**config.mk**
```make
export PLATFORM = sky130hd
export DESIGN_NAME = shift_add_mult_ctrl
export DESIGN_NICKNAME = d
export VERILOG_FILES = /design/src/rtl/shift_add_mult_ctrl.sv
export SDC_FILE = /design/constraint.sdc
export NUM_CORES = 1
export LEC_CHECK = 0
export ABC_AREA = 1
export CELL_PAD_IN_SITES_DETAIL_PLACEMENT = 2
export CELL_PAD_IN_SITES_GLOBAL_PLACEMENT = 2
export CORE_UTILIZATION = 27
export CTS_CLUSTER_DIAMETER = 60
export DETAILED_ROUTE_END_ITERATION = 12
export MAX_ROUTING_LAYER = met4
export PLACE_DENSITY_LB_ADDON = 0.3
export SYNTH_ARGS = -nofsm -noshare
export SYNTH_HDL_FRONTEND = slang
export SYNTH_SLANG_ARGS = --single-unit
```
**constraint.sdc**
```tcl
create_clock -name clk -period 4.6 [get_ports clk]
set_input_delay 0.92 -clock clk [delete_from_list [all_inputs] [get_ports clk]]
set_output_delay 0.92 -clock clk [all_outputs]
set_load 0.01 [all_outputs]
```
**src/rtl/shift_add_mult_ctrl.sv**
```systemverilog
`default_nettype none
// ============================================================================
// Module   : shift_add_mult_ctrl
// Brief    : Shift-and-add multiplier control and upper datapath; drives an
//            external right shift register that holds B and the low product.
// Revision : 1.0 - initial release
// ============================================================================
module shift_add_mult_ctrl #(
  parameter int DATA_SIZE = 8
) (
  input  logic                 clk,
  input  logic                 rst,
  input  logic                 start,
  input  logic [DATA_SIZE-1:0] multiplicand,
  input  logic [DATA_SIZE-1:0] multiplier,
  input  logic                 sr_q0,
  output logic                 sr_en,
  output logic                 sr_shift_load,
  output logic [DATA_SIZE-1:0] sr_d,
  output logic                 sr_d_shift,
  output logic [DATA_SIZE-1:0] prod_hi,
  output logic                 ready,
  output logic                 done
);

  localparam int                C_CNT_W    = $clog2(DATA_SIZE) + 1;
  localparam logic [C_CNT_W-1:0] C_CNT_LAST = C_CNT_W'(DATA_SIZE - 1);
  localparam logic [C_CNT_W-1:0] C_CNT_ONE  = C_CNT_W'(1);

  localparam logic [1:0] C_IDLE = 2'd0;
  localparam logic [1:0] C_CALC = 2'd1;
  localparam logic [1:0] C_DONE = 2'd2;

  logic [1:0]           state_q, state_d;
  logic [DATA_SIZE-1:0] mcand_q, mcand_d;
  logic [DATA_SIZE-1:0] acc_q,   acc_d;
  logic [C_CNT_W-1:0]   cnt_q,   cnt_d;
  logic [DATA_SIZE:0]   w_sum;

  // One extra bit keeps the adder carry, which becomes the serial MSB of acc.
  assign w_sum = {1'b0, acc_q} + (sr_q0 ? {1'b0, mcand_q} : '0);

  always_ff @(posedge clk or posedge rst) begin
    if (rst) begin
      state_q <= C_IDLE;
      mcand_q <= '0;
      acc_q   <= '0;
      cnt_q   <= '0;
    end else begin
      state_q <= state_d;
      mcand_q <= mcand_d;
      acc_q   <= acc_d;
      cnt_q   <= cnt_d;
    end
  end

  always_comb begin
    state_d = state_q;
    case (state_q)
      C_IDLE:  if (start) state_d = C_CALC;
      C_CALC:  if (cnt_q == C_CNT_LAST) state_d = C_DONE;
      C_DONE:  state_d = C_IDLE;
      default: state_d = C_IDLE;
    endcase
  end

  always_comb begin
    mcand_d = mcand_q;
    acc_d   = acc_q;
    cnt_d   = cnt_q;
    case (state_q)
      C_IDLE: begin
        if (start) begin
          mcand_d = multiplicand;
          acc_d   = '0;
          cnt_d   = '0;
        end
      end
      C_CALC: begin
        acc_d = w_sum[DATA_SIZE:1];
        cnt_d = cnt_q + C_CNT_ONE;
      end
      default: ;
    endcase
  end

  always_comb begin
    ready         = 1'b0;
    done          = 1'b0;
    sr_en         = 1'b0;
    sr_shift_load = 1'b0;
    sr_d_shift    = 1'b0;
    case (state_q)
      C_IDLE: begin
        ready = 1'b1;
        sr_en = start;
      end
      C_CALC: begin
        sr_en         = 1'b1;
        sr_shift_load = 1'b1;
        sr_d_shift    = w_sum[0];
      end
      C_DONE:  done = 1'b1;
      default: ;
    endcase
  end

  assign sr_d    = multiplier;
  assign prod_hi = acc_q;

endmodule
`default_nettype wire

```
==> impl_metrics.csv <==
group,metric,value,unit
critical_path,setup.worst_path.start,"sr_q0",
sta,fin_crit,3.477,ns
placement,gp_congestion,0.7483,
sta,post-route-period-util,0.7559,
synth,synthArstFlopShare,1.000,
cts,clk_latency,0.27,ns
cts,h-tree-depth,1,
run,maxCapViolCount,0,
final_layout,multi_input_area,636.9,um^2
synth,synth_ff_type,"dfrtp_1",
placement,placed_area,1602,um^2
global_routing,antenna_found_initial,0,
cts,cts-root-buf,"clkbuf_8",
global_routing,grt-ovfl-total,0,
sta,max-slew-margin-rel,0.3808,
sta,setup_violations,0,
synth,synth_edf_count,0,
critical_path,endpoint_kind,"output pin",
critical_path,r2r_end,"prod_hi[7]",
min_path,hp-start,"mcand_q[3]",
sta,tns,0,ns
pwr,power.density,677.2,nW/um^2
synth,synth.yosys.seq_area_share,0.4048,
sta,slew_violations,0,
floorplanning,fp.dieW,72.98,um
placement,post-dp-hpwl,2924,um
floorplanning,start_util,0.2842,
final_layout,area.growth.synth_to_final,23.00,%
floorplanning,pin_count,41,
cts,ctsResizeCount,0,
critical_path,arrival,2.56,ns
cts,cts_tree,"done",
drt,dr.first_iter.drc_count,19,
global_routing,grt_use_total,0.1634,
final_layout,register_area,550.5,um^2
min_path,hp-class,"reg -> reg",
synth,yosysWarnings,0,
synth,yosysMostFrequentCell,"nand2_1",
synth,syn_avg_cell_area,7.641,um^2
sta,fmax,287.6,MHz
critical_path,cp_slowest_cell,"clkdlybuf4s50_1",
placement,io_buffers,24,
cts,cts.sinks,22,
drt,via_per_inst,4.492,
global_routing,grt_pass1_vias,1321,
global_routing,grt_pass1_wl,6368,um
pwr,leakage,0.0009063,uW
cts,cts-buffers-inserted,3,
critical_path,cp_cell_sequence,"clkdlybuf4s50_1 -> nand2_1 -> inv_1 -> ha_1 -> inv_1 -> nor2_1 -> clkdlybuf4s50_1",
synth,synth_common_cells,"67 x nand2_1, 22 x dfrtp_1, 21 x inv_1",
final_layout,drive_above_1_share,0.06667,
cts,cts_hold_buf,0,
final_layout,fill_cells,567,
final_layout,final_nets,226,
drt,via_count,1177,
critical_path,cp-start-kind,"input pin",
critical_path,critPathMaxStageDelay,0.54,ns
floorplanning,die_area,5325,um^2
critical_path,reg2reg_from,"mcand_q[0]",
drt,wl,3705,um
synth,synth_area_leaders,"dfrtp_1 40%, nand2_1 18%, ha_1 8.3%",
drt,ant_nets,0,
drt,drc,0,
final_layout,final_cell_area,1673,um^2
synth,synthesis.nets,208,
floorplanning,rows,25,
sta,fin_ws,1.123,ns
sta,rsz0062_at_grt,"no",
critical_path,path_class,"in -> out",
critical_path,ff2ff_path_depth,10,
critical_path,cp.required,3.68,ns
critical_path,r2r_setup_slack,2.66,ns
synth,synth_top_area_frac,0.4048,
global_routing,grt_max_degree,23,
sta,clock_skew,0.004733,ns
min_path,hold_path_end,"mcand_q[3]",
synth,mappedNetlistArea,1360,um^2
synth,syn-instance-count,178,
synth,yosys.area.top_type,"dfrtp_1",
drt,first_pass_iters,2,
drt,routedWlPerCell,14.14,um
placement,place_ws,1.113,ns
critical_path,crit_fanout,8,
cts,clk_pin_slew,0.09,ns
sta,hold_violations,0,
floorplanning,coreArea,4786,um^2
synth,synth_seq_cells,22,
synth,yosysUniqueCellTypes,24,
min_path,hold_depth,2,
pwr,max-vdd-ir-drop,211.0,uV
final_layout,antenna_cells,0,
cts,post_cts_buffers,0,
run_status,status,"finished, final reports clean",
sta,worst_pin_slew,0.9278,ns
floorplanning,dieHeight,72.98,um
cts,clock_path_buffers,2,
cell type report:
cell class	instances	share of cell area
Multi-Input combinational cell	121	0.3807
Sequential cell	22	0.3291
Timing Repair Buffer	24	0.1436
Inverter	24	0.05385
Tap cell	67	0.05011
Clock buffer	3	0.02468
Clock inverter	1	0.01795
stage by stage:
| stage | instances | hold WS [ns] | utilization | power [uW] |
|---|---|---|---|---|
| after floorplan | 178 | 0.4487 | - | 733.5 |
| after global placement | 258 | 0.4625 | 0.3346 | 911.2 |
| after detailed placement | 258 | 0.4710 | 0.3346 | 955.9 |
| after CTS | 262 | 0.4971 | 0.3495 | 1159 |
| after global routing | 262 | 0.5070 | 0.3495 | 1242 |
| final | 262 | 0.4921 | 0.3495 | 1133 |
kinds of logic (layout without fill, tap and decap cells):
| family | count (synthesis) | count (layout) | share of synthesized area |
|---|---|---|---|
| AND/OR/NAND/NOR | 94 | 94 | 0.2962 |
| buffers and inverters | 35 | 52 | 0.1270 |
| flip-flops | 22 | 22 | 0.4048 |
| AO/OA/AOI/OAI | 16 | 16 | 0.06809 |
| adder cells (fa/ha/maj) | 10 | 10 | 0.09752 |
| XOR/XNOR | 1 | 1 | 0.006441 |
registers in the layout, summed over array words and instances, names as in the netlist:
signal / flops
mcand_q: 8
cnt_q: 4
state_q: 2
prod_hi: 8
worst max path at each step:
stage                 endpoint  slack [ns]  depth (start not counted)
global placement    sr_d_shift        1.13                          7
finish              sr_d_shift        1.12                          7
CTS                 sr_d_shift        1.09                          7
floorplan           sr_d_shift        2.05                          6
global route        sr_d_shift        1.01                          7
detailed placement  sr_d_shift        1.11                          7
worst max-delay path: cells and delay by family:
family | cells | cell delay [ns]
fa+ha+maj | 1 | 0.27
buf+inv | 4 | 1.16
simple gates | 2 | 0.20
routing by layer:
layer	wire length [um]	vias to the layer above	track usage
li1	-	580	-
met1	1735	568	0.2002
met2	1827	21	0.2752
met3	102	8	0.02762
met4	40	0	0.05011
met5	0	-	-
power breakdown:
group	switching (uW)	leakage [uW]	internal, uW
sequential	73.1	0.000275	282
clock	72.7	0.0000357	116
combinational	331	0.000596	258
total	477	0.000906	656
layout by cell type, fill, tap and decap left out, drive strengths merged:
master         netlist  final
nand2               70     70
clkdlybuf4s50        0     24
inv                 24     24
dfrtp               22     22
nor2                10     10
nand3                9      9
ha                   9      9
a21oi                6      6
o21ai                5      5
clkbuf               1      3
a22o                 2      2
or2                  2      2
nand3b               2      2
a31oi                1      1
o31ai                1      1
xor2                 1      1
o22ai                1      1
nor3                 1      1
fa                   1      1
bufinv               0      1
Note: power is estimated with default switching activity, not from simulation.
